### config.mk
export PLATFORM = sky130hd
export DESIGN_NAME = mem_pool_write_xbar
export DESIGN_NICKNAME = d
export VERILOG_FILES = /design/src/rtl/mem_pool_write_xbar.sv
export SDC_FILE = /design/constraint.sdc
export NUM_CORES = 2
export LEC_CHECK = 0
export ABC_CLOCK_PERIOD_IN_PS = 5200
export BUFFER_PORTS_ARGS = -buffer_cell sky130_fd_sc_hd__buf_2
export CAP_MARGIN = 20
export CORE_AREA = 2 2 728 730
export DETAILED_ROUTE_END_ITERATION = 10
export DIE_AREA = 0 0 730 732
export GPL_TIMING_DRIVEN = 0
export SYNTH_ARGS = -nofsm -noshare
export SYNTH_HDL_FRONTEND = slang
export SYNTH_SLANG_ARGS = --single-unit
### constraint.sdc
create_clock -name clk -period 5.2 [get_ports clk]
set_input_delay 1.04 -clock clk [delete_from_list [all_inputs] [get_ports clk]]
set_output_delay 1.04 -clock clk [all_outputs]
set_load 0.05 [all_outputs]
### src/rtl/mem_pool_write_xbar.sv
`default_nettype none
// ============================================================================
//  Module   : mem_pool_write_xbar
//  Purpose  : Write crossbar from SRC_NUM requesters to IMG_GRP_NUM image
//             memory groups. One global round-robin pass per cycle grants
//             whole (possibly multi-group broadcast) requests atomically;
//             granted writes reach the pool through one register per group.
//  Option   : `define MPW_STALL_STAT_EN adds per-source 16-bit stall counters
//             (stat_clr_i / stall_cnt_o).
//  Revision : 1.0 - initial release
// ============================================================================
module mem_pool_write_xbar #(
    parameter int IMG_GRP_NUM     = 3,
    parameter int SRC_NUM         = 3,
    parameter int ROW_PARA        = 4,
    parameter int CHL_PARA        = 8,
    parameter int BANK_ADDR_WIDTH = 12,
    parameter int BANK_UNIT_WIDTH = 8,
    localparam int ADDR_W = ROW_PARA * BANK_ADDR_WIDTH,
    localparam int DATA_W = ROW_PARA * CHL_PARA * BANK_UNIT_WIDTH
) (
    input  logic                            clk,
    input  logic                            rst_n,
    input  logic [SRC_NUM*IMG_GRP_NUM-1:0]  src_group_id_i,
    input  logic [SRC_NUM*ROW_PARA-1:0]     src_bank_en_i,
    input  logic [SRC_NUM*ADDR_W-1:0]       src_addr_i,
    input  logic [SRC_NUM*DATA_W-1:0]       src_data_i,
    output logic [SRC_NUM-1:0]              src_ready_o,
    output logic [IMG_GRP_NUM*ROW_PARA-1:0] write_bank_en_o,
    output logic [IMG_GRP_NUM*ADDR_W-1:0]   write_addr_o,
    output logic [IMG_GRP_NUM*DATA_W-1:0]   write_data_o
`ifdef MPW_STALL_STAT_EN
    ,
    input  logic                            stat_clr_i,
    output logic [SRC_NUM*16-1:0]           stall_cnt_o
`endif
);

    localparam int c_PTR_W = (SRC_NUM > 1) ? $clog2(SRC_NUM) : 1;

    logic [c_PTR_W-1:0]     r_rr_ptr;
    logic [c_PTR_W-1:0]     w_rr_next;
    logic [SRC_NUM-1:0]     w_grant;
    logic [SRC_NUM-1:0]     w_valid;
    logic [IMG_GRP_NUM-1:0] w_claimed;
    logic [c_PTR_W-1:0]     w_owner [IMG_GRP_NUM];
    logic                   w_any;
    int                     w_first;
    int                     w_idx;
    logic [IMG_GRP_NUM-1:0] w_mask;

    // Round-robin pass: visit sources from r_rr_ptr, grant a source only if
    // none of its groups is already claimed (keeps broadcasts atomic).
    always_comb begin
        w_claimed = '0;
        w_grant   = '0;
        w_valid   = '0;
        w_any     = 1'b0;
        w_first   = 0;
        w_idx     = 0;
        w_mask    = '0;
        for (int g = 0; g < IMG_GRP_NUM; g++) begin
            w_owner[g] = '0;
        end
        for (int k = 0; k < SRC_NUM; k++) begin
            w_idx = int'(r_rr_ptr) + k;
            if (w_idx >= SRC_NUM) begin
                w_idx = w_idx - SRC_NUM;
            end
            w_mask = src_group_id_i[w_idx*IMG_GRP_NUM +: IMG_GRP_NUM];
            w_valid[w_idx] = |w_mask;
            if ((|w_mask) && ((w_mask & w_claimed) == '0)) begin
                w_grant[w_idx] = 1'b1;
                w_claimed      = w_claimed | w_mask;
                for (int g = 0; g < IMG_GRP_NUM; g++) begin
                    if (w_mask[g]) begin
                        w_owner[g] = c_PTR_W'(w_idx);
                    end
                end
                if (!w_any) begin
                    w_any   = 1'b1;
                    w_first = w_idx;
                end
            end
        end
    end

    // Pointer advances past the first source granted in visit order.
    always_comb begin
        w_rr_next = r_rr_ptr;
        if (w_any) begin
            w_rr_next = (w_first + 1 >= SRC_NUM) ? '0 : c_PTR_W'(w_first + 1);
        end
    end

    // Reset suppresses every grant so nothing is accepted while rst_n is low.
    assign src_ready_o = w_grant & {SRC_NUM{rst_n}};

    // Round-robin pointer register.
    always_ff @(posedge clk or negedge rst_n) begin
        if (!rst_n) begin
            r_rr_ptr <= '0;
        end else begin
            r_rr_ptr <= w_rr_next;
        end
    end

    // Per-group output stage: load the owning source, otherwise drop the
    // enables while address/data keep their previous value.
    always_ff @(posedge clk or negedge rst_n) begin
        if (!rst_n) begin
            write_bank_en_o <= '0;
            write_addr_o    <= '0;
            write_data_o    <= '0;
        end else begin
            for (int g = 0; g < IMG_GRP_NUM; g++) begin
                if (w_claimed[g]) begin
                    write_bank_en_o[g*ROW_PARA +: ROW_PARA] <=
                        src_bank_en_i[int'(w_owner[g])*ROW_PARA +: ROW_PARA];
                    write_addr_o[g*ADDR_W +: ADDR_W] <=
                        src_addr_i[int'(w_owner[g])*ADDR_W +: ADDR_W];
                    write_data_o[g*DATA_W +: DATA_W] <=
                        src_data_i[int'(w_owner[g])*DATA_W +: DATA_W];
                end else begin
                    write_bank_en_o[g*ROW_PARA +: ROW_PARA] <= '0;
                end
            end
        end
    end

`ifdef MPW_STALL_STAT_EN
    logic [15:0] r_stall_cnt [SRC_NUM];

    // Saturating stall counters; clear wins over increment.
    always_ff @(posedge clk or negedge rst_n) begin
        if (!rst_n) begin
            for (int s = 0; s < SRC_NUM; s++) begin
                r_stall_cnt[s] <= '0;
            end
        end else begin
            for (int s = 0; s < SRC_NUM; s++) begin
                if (stat_clr_i) begin
                    r_stall_cnt[s] <= '0;
                end else if (w_valid[s] && !w_grant[s] && (r_stall_cnt[s] != 16'hFFFF)) begin
                    r_stall_cnt[s] <= r_stall_cnt[s] + 16'd1;
                end
            end
        end
    end

    // Flatten counters onto the packed status bus.
    always_comb begin
        stall_cnt_o = '0;
        for (int s = 0; s < SRC_NUM; s++) begin
            stall_cnt_o[s*16 +: 16] = r_stall_cnt[s];
        end
    end
`endif

endmodule
`default_nettype wire

[Word-level counts from Yosys, hierarchy flattened]
Index checks and enable logic that the tools add are counted.
Cells by class
  shift operators: 12
  bitwise operators: 7
  add/subtract/negate cells: 6
  div/mod/pow operators: 0
  reductions and logical operators: 10
  muxes and demuxes: 39
  order comparisons: 10
  eq/ne operators: 0
  $mul: 6
Operators by type and width (count)
  indexed part select 768 x 11 -> 256 bit: 3
  indexed part select 144 x 9 -> 48 bit: 3
  2-to-1 mux 32 bit: 8
  greater-or-equal comparator 32 x 1 -> 1 bit, second input constant: 3
  < comparator 32 x 4 -> 1 bit, second input constant: 3
  multiplier 32 x 3 -> 32 bit, second input constant: 3
  indexed part select 9 x 32 -> 3 bit: 3
  indexed part select 12 x 5 -> 4 bit: 3
  adder 32 x 2 -> 32 bit, second input constant: 1
  greater-or-equal comparator 32 x 3 -> 1 bit, second input constant: 1
  2-to-1 mux 2 bit: 10
  2-to-1 mux 3 bit: 6
  2-to-1 mux 6 bit: 3
  multiplier 2 x 2 -> 4 bit, second input constant: 3
  2-to-1 mux 4 bit: 3
  OR 3 bit: 4
  bitwise AND 3 bit: 3
  OR reduction 3 bit: 3
  subtractor 3 x 2 -> 4 bit, second input constant: 2
  demux 1 bit (select 2 bit): 3
  greater-or-equal comparator 3 x 2 -> 1 bit, second input constant: 2
  zero test 3 bit: 2
  2-to-1 mux 1 bit: 6
  logical AND 1 bit: 5
  other kinds (4): 4
Word-level totals
  memories: 0
  input bits: 935
  flip-flop bits (word level): 926
  RAM bits: 0
  memory bits (read-only): 0
  output and inout port bits: 927
  latch bits: 0

[Depth between registers and ports, before layout]
  depth in word-level cells: 17
  depth in mapped cells: 24

[Worst setup path before layout]
OpenSTA, ideal clock, no wires.
  path kind: register to output
  from: register r_rr_ptr[1]
  to: output src_ready_o[0]
  data required time: 4.160 ns
  cell stages (with the launch flop): 18
  setup slack: -0.404 ns
  arrival: 4.564 ns
  path buffers: 4
  path through: dfrtp_1 inv_1 ha_1 buf_6 buf_4 inv_1 clkbuf_1 and3_1 fa_1 inv_1 o21ai_0 a21o_2 o31a_1 a22oi_2 buf_6 and3_1 nand2_1 a21boi_0
Between the ends
  cells in the longest elaborated chain, start to end: 15
  elaborated cells between the ends (all ways): 50
Ends and longest elaborated chain
  start: declaration: line 41  | logic [c_PTR_W-1:0] r_rr_ptr;
  start signal: assignment: line 104  | r_rr_ptr <= w_rr_next;
  parallel branches: the longest is 13 deep, another holds multiplier 32 x 3 -> 32 bit
  2-to-1 mux 3 bit (*): line 72  | if ((|w_mask) && ((w_mask & w_claimed) == '0)) begin
  bitwise AND 3 bit (*): line 97  | assign src_ready_o = w_grant & {SRC_NUM{rst_n}};
  end: declaration: line 28  | output logic [SRC_NUM-1:0] src_ready_o,
Mark *: on every way between the ends.

[Final worst setup path]
  from: register r_rr_ptr[1]
  to: output src_ready_o[2]
The elaborated chain is that of the path after synthesis.

==> impl_metrics.env <==
export IMPL_result_of_the_run="complete, but fails checks"
export IMPL_drt_drc_violations_left=0
export IMPL_slew_headroom=0.193
export IMPL_htreeDepth=3
export IMPL_tns_ns=-0.881
export IMPL_timing_hold_worst_class="input pin to async pin"
export IMPL_r2r_cells=20
export IMPL_groute_usage_overall=0.210
export IMPL_worst_path_arrival_time_ns=4.55
export IMPL_holdWs_ns=0.101
export IMPL_path_clk_slew_ns=0.06
export IMPL_antenna_found_initial=361
export IMPL_core_area_sq_um=527000
export IMPL_final_core_utilization=0.141
export IMPL_cts_buffers_inserted=122
export IMPL_dr_first_iter_drc_count=6294
export IMPL_end_kind="output pin"
export IMPL_initial_utilization=0.0950
export IMPL_wl_per_cell_um=42.7
export IMPL_finalHoldViolCount=0
export IMPL_ff2ff_setup_slack_ns=0.03
export IMPL_grt_setup_unrepaired="true"
export IMPL_grt_first_pass_wirelength_um=707000
export IMPL_drt_pass1_iter_count=6
export IMPL_core_rowCount=267
export IMPL_cts_root_buf="sky130_fd_sc_hd__clkbuf_16"
export IMPL_fin_skew_ns=0.0719
export IMPL_worst_path_max_fanout=10
export IMPL_clock_sinks=926
export IMPL_tightest_slew_ns=1.21
export IMPL_report_power_total_mw=35.3
export IMPL_placed_cell_area_sq_um=68800
export IMPL_violations_in_the_final_reports="negative setup slack"
export IMPL_numPortBuffers=1861
export IMPL_syn_mean_instance_area_sq_um=11.3
export IMPL_post_dp_hpwl_um=515000
export IMPL_overflow=0
export IMPL_netlist_cell_type_count=74
export IMPL_fmax_mhz=179
export IMPL_insertion_delay_ns=0.87
export IMPL_cp_required_ns=4.16
export IMPL_number_of_filler_cells_placed_in_the_layout=59800
export IMPL_synth_seq_cells=926
export IMPL_synth_flop_cell="sky130_fd_sc_hd__dfrtp_1"
export IMPL_ys_seq_area_frac=0.463
export IMPL_ant_nets=0
export IMPL_crit_type="register to output pin"
export IMPL_final_period_minus_worst_setup_slack_ns=5.59
export IMPL_number_of_ports_placed_on_the_die_boundary=1862
export IMPL_irDropWorstVdd_mv=0.261
export IMPL_fin_nets=7415
export IMPL_power_per_cell_area_nw_per_um2=475
export IMPL_regToRegEndpoint="write_data_o[542]"
export IMPL_area_growth_pct=48.4
export IMPL_tritoncts_clock_tree="done"
export IMPL_post_synth_most_frequent_cells="sky130_fd_sc_hd__mux2i_1 (937), sky130_fd_sc_hd__dfrtp_1 (926), sky130_fd_sc_hd__a32oi_1 (913)"
export IMPL_die_height_um=732
export IMPL_final_setup_viol_count=3
export IMPL_async_reset_ff_frac=1.00
export IMPL_synthDominantCellAreaShare=0.463
export IMPL_floorplan_die_width_um=730
export IMPL_max_cap_violations=0
export IMPL_total_wire_length_after_detailed_routing_um=588000
export IMPL_ys_top_cells_by_area="sky130_fd_sc_hd__dfrtp_1 (46%), sky130_fd_sc_hd__mux2i_1 (19%), sky130_fd_sc_hd__a32oi_1 (16%)"
export IMPL_routed_via_count=57100
export IMPL_worstSetupStartpointType="register"
export IMPL_clock_path_buffers=4
export IMPL_postLayoutSetupSlackWorst_ns=-0.387
export IMPL_yosysMostFrequentCell="sky130_fd_sc_hd__mux2i_1"
export IMPL_cts_hold_buffers=0
export IMPL_grt_pass1_vias=53500
export IMPL_finalMaxSlewViolations=0
export IMPL_rr_startpoint="r_rr_ptr[1]"
export IMPL_post_synth_instance_area_sq_um=50100
export IMPL_route_detailed_vias_per_inst=4.15
export IMPL_synth_edff_count=0
export IMPL_final_layout_size_suffix_gt1_frac=0.398
export IMPL_weighted_congestion_at_the_end_of_routability_driven_global_placement=1.11
export IMPL_min_period_over_period=1.07
export IMPL_leakage_power_total_nw=33.9
export IMPL_final_cell_area_sq_um=74300
export IMPL_grt_max_degree=146
export IMPL_design_die_area_sq_um=534000
export IMPL_yosys_area_top_type="sky130_fd_sc_hd__dfrtp_1"
export IMPL_synthesis_instances=4416
export IMPL_yosysWarnings=0
-- where the power goes --
group	switching [mW]	internal, mW	leakage [nW]
logic	13.5	2.83	20.7
clock network	3.90	5.38	2.08
registers	1.06	8.61	11.1
-- area by class of cell --
class | instances | area (sq um) | share of cell area
Inverter | 9 | 52.6 | 0.000707
Sequential cell | 926 | 23200 | 0.312
Antenna cell | 217 | 543 | 0.00731
Tap cell | 6994 | 8750 | 0.118
Clock buffer | 175 | 3590 | 0.0484
Multi-Input combinational cell | 2963 | 24500 | 0.330
Timing Repair Buffer | 1924 | 10200 | 0.138
Clock inverter | 45 | 647 | 0.00871
Buffer | 519 | 2750 | 0.0371
-- layer usage --
layer  routed length (um)  global-route usage  vias up
li1                     -                   -    22300
met1               196000               0.211    29000
met2               234000               0.295     4325
met3               111000               0.170     1284
met4                46000               0.133      158
met5                 1240             0.00144        -
-- critical path, stage by stage (launching register included) --
cell	delay, ns
sky130_fd_sc_hd__dfrtp_2	0.45
sky130_fd_sc_hd__buf_6	0.15
sky130_fd_sc_hd__buf_6	0.12
sky130_fd_sc_hd__ha_4	0.15
sky130_fd_sc_hd__nand2_2	0.08
sky130_fd_sc_hd__inv_2	0.05
sky130_fd_sc_hd__ha_4	0.21
sky130_fd_sc_hd__fa_2	0.59
sky130_fd_sc_hd__inv_4	0.06
sky130_fd_sc_hd__and2_4	0.15
sky130_fd_sc_hd__o21ai_2	0.14
sky130_fd_sc_hd__a32oi_2	0.22
sky130_fd_sc_hd__and2_4	0.21
sky130_fd_sc_hd__clkbuf_4	0.18
sky130_fd_sc_hd__a222oi_1	0.62
sky130_fd_sc_hd__nor2b_2	0.10
sky130_fd_sc_hd__buf_6	0.18
-- state kept, by name (all words and copies together) (netlist names) --
name / cells
r_rr_ptr: 2
write_addr_o: 144
write_bank_en_o: 12
write_data_o: 768
-- stage by stage --
step,std cells,setup slack [ns]
floorplan,4422,-0.0183
global placement,13300,-20.20
detailed placement,13300,-1.49
CTS,13500,-0.523
global route,13600,-0.487
finish,13800,-0.387
-- timing repair --
| item | in CTS | in global routing |
|---|---|---|
| setup buffers | 22 | 11 |
| gates resized for setup | 98 | 63 |
| endpoints found under the hold margin | 0 | 0 |
| pin swaps | 17 | 13 |
| gates cloned | 0 | 0 |
| endpoints found under the setup margin | 929 | 358 |
-- how the worst max path moves through the flow --
stage          slack [ns]         from  cells after the start                 to
2_1_floorplan       -0.02  r_rr_ptr[1]                     17     src_ready_o[0]
3_3_place_gp       -20.20        rst_n                      1  write_data_o[140]
3_5_place_dp        -1.49  r_rr_ptr[1]                     19    write_data_o[5]
4_1_cts             -0.52  r_rr_ptr[0]                     16     src_ready_o[2]
5_1_grt             -0.49  r_rr_ptr[0]                     17     src_ready_o[2]
6_report            -0.39  r_rr_ptr[1]                     16     src_ready_o[2]
-- placed cells by master, fill, tap and decap left out, types with 5 or more instances in the layout --
| cell | netlist | layout |
|---|---|---|
| sky130_fd_sc_hd__a22oi_1 | 6 | 5 |
| sky130_fd_sc_hd__a32oi_1 | 913 | 912 |
| sky130_fd_sc_hd__buf_1 | 39 | 38 |
| sky130_fd_sc_hd__buf_12 | 0 | 11 |
| sky130_fd_sc_hd__buf_16 | 0 | 11 |
| sky130_fd_sc_hd__buf_2 | 98 | 1939 |
| sky130_fd_sc_hd__buf_4 | 20 | 58 |
| sky130_fd_sc_hd__buf_6 | 52 | 58 |
| sky130_fd_sc_hd__buf_8 | 2 | 19 |
| sky130_fd_sc_hd__bufinv_16 | 0 | 12 |
| sky130_fd_sc_hd__clkbuf_1 | 300 | 282 |
| sky130_fd_sc_hd__clkbuf_16 | 0 | 123 |
| sky130_fd_sc_hd__clkbuf_2 | 12 | 38 |
| sky130_fd_sc_hd__clkbuf_4 | 1 | 8 |
| sky130_fd_sc_hd__clkbuf_8 | 0 | 32 |
| sky130_fd_sc_hd__clkinv_2 | 0 | 17 |
| sky130_fd_sc_hd__clkinvlp_4 | 0 | 7 |
| sky130_fd_sc_hd__conb_1 | 2 | 8 |
| sky130_fd_sc_hd__dfrtp_1 | 926 | 924 |
| sky130_fd_sc_hd__diode_2 | 0 | 217 |
| sky130_fd_sc_hd__ha_1 | 13 | 7 |
| sky130_fd_sc_hd__ha_4 | 0 | 6 |
| sky130_fd_sc_hd__mux2i_1 | 937 | 937 |
| sky130_fd_sc_hd__mux4_2 | 7 | 7 |
| sky130_fd_sc_hd__nand2_1 | 23 | 21 |
| sky130_fd_sc_hd__nand2b_1 | 6 | 6 |
| sky130_fd_sc_hd__nand3_1 | 9 | 8 |
| sky130_fd_sc_hd__nor2_1 | 11 | 9 |
| sky130_fd_sc_hd__o21ai_0 | 721 | 718 |
| sky130_fd_sc_hd__o21ai_2 | 201 | 202 |
| sky130_fd_sc_hd__o22ai_1 | 5 | 5 |
| sky130_fd_sc_hd__o2bb2ai_1 | 9 | 9 |
-- kinds of logic (layout without fill, tap and decap cells) --
logic type | after synthesis | count (layout) | synth area share
AO/OA/AOI/OAI | 1909 | 1909 | 0.280
adder cells (fa/ha/maj) | 15 | 15 | 0.00405
other | 2 | 225 | 0.000150
flip-flops | 926 | 926 | 0.463
multiplexers | 946 | 946 | 0.191
buffers and inverters | 533 | 2672 | 0.0525
AND/OR/NAND/NOR | 84 | 84 | 0.00930
XOR/XNOR | 1 | 1 | 0.000175
Power figures use the tool's default switching activity.
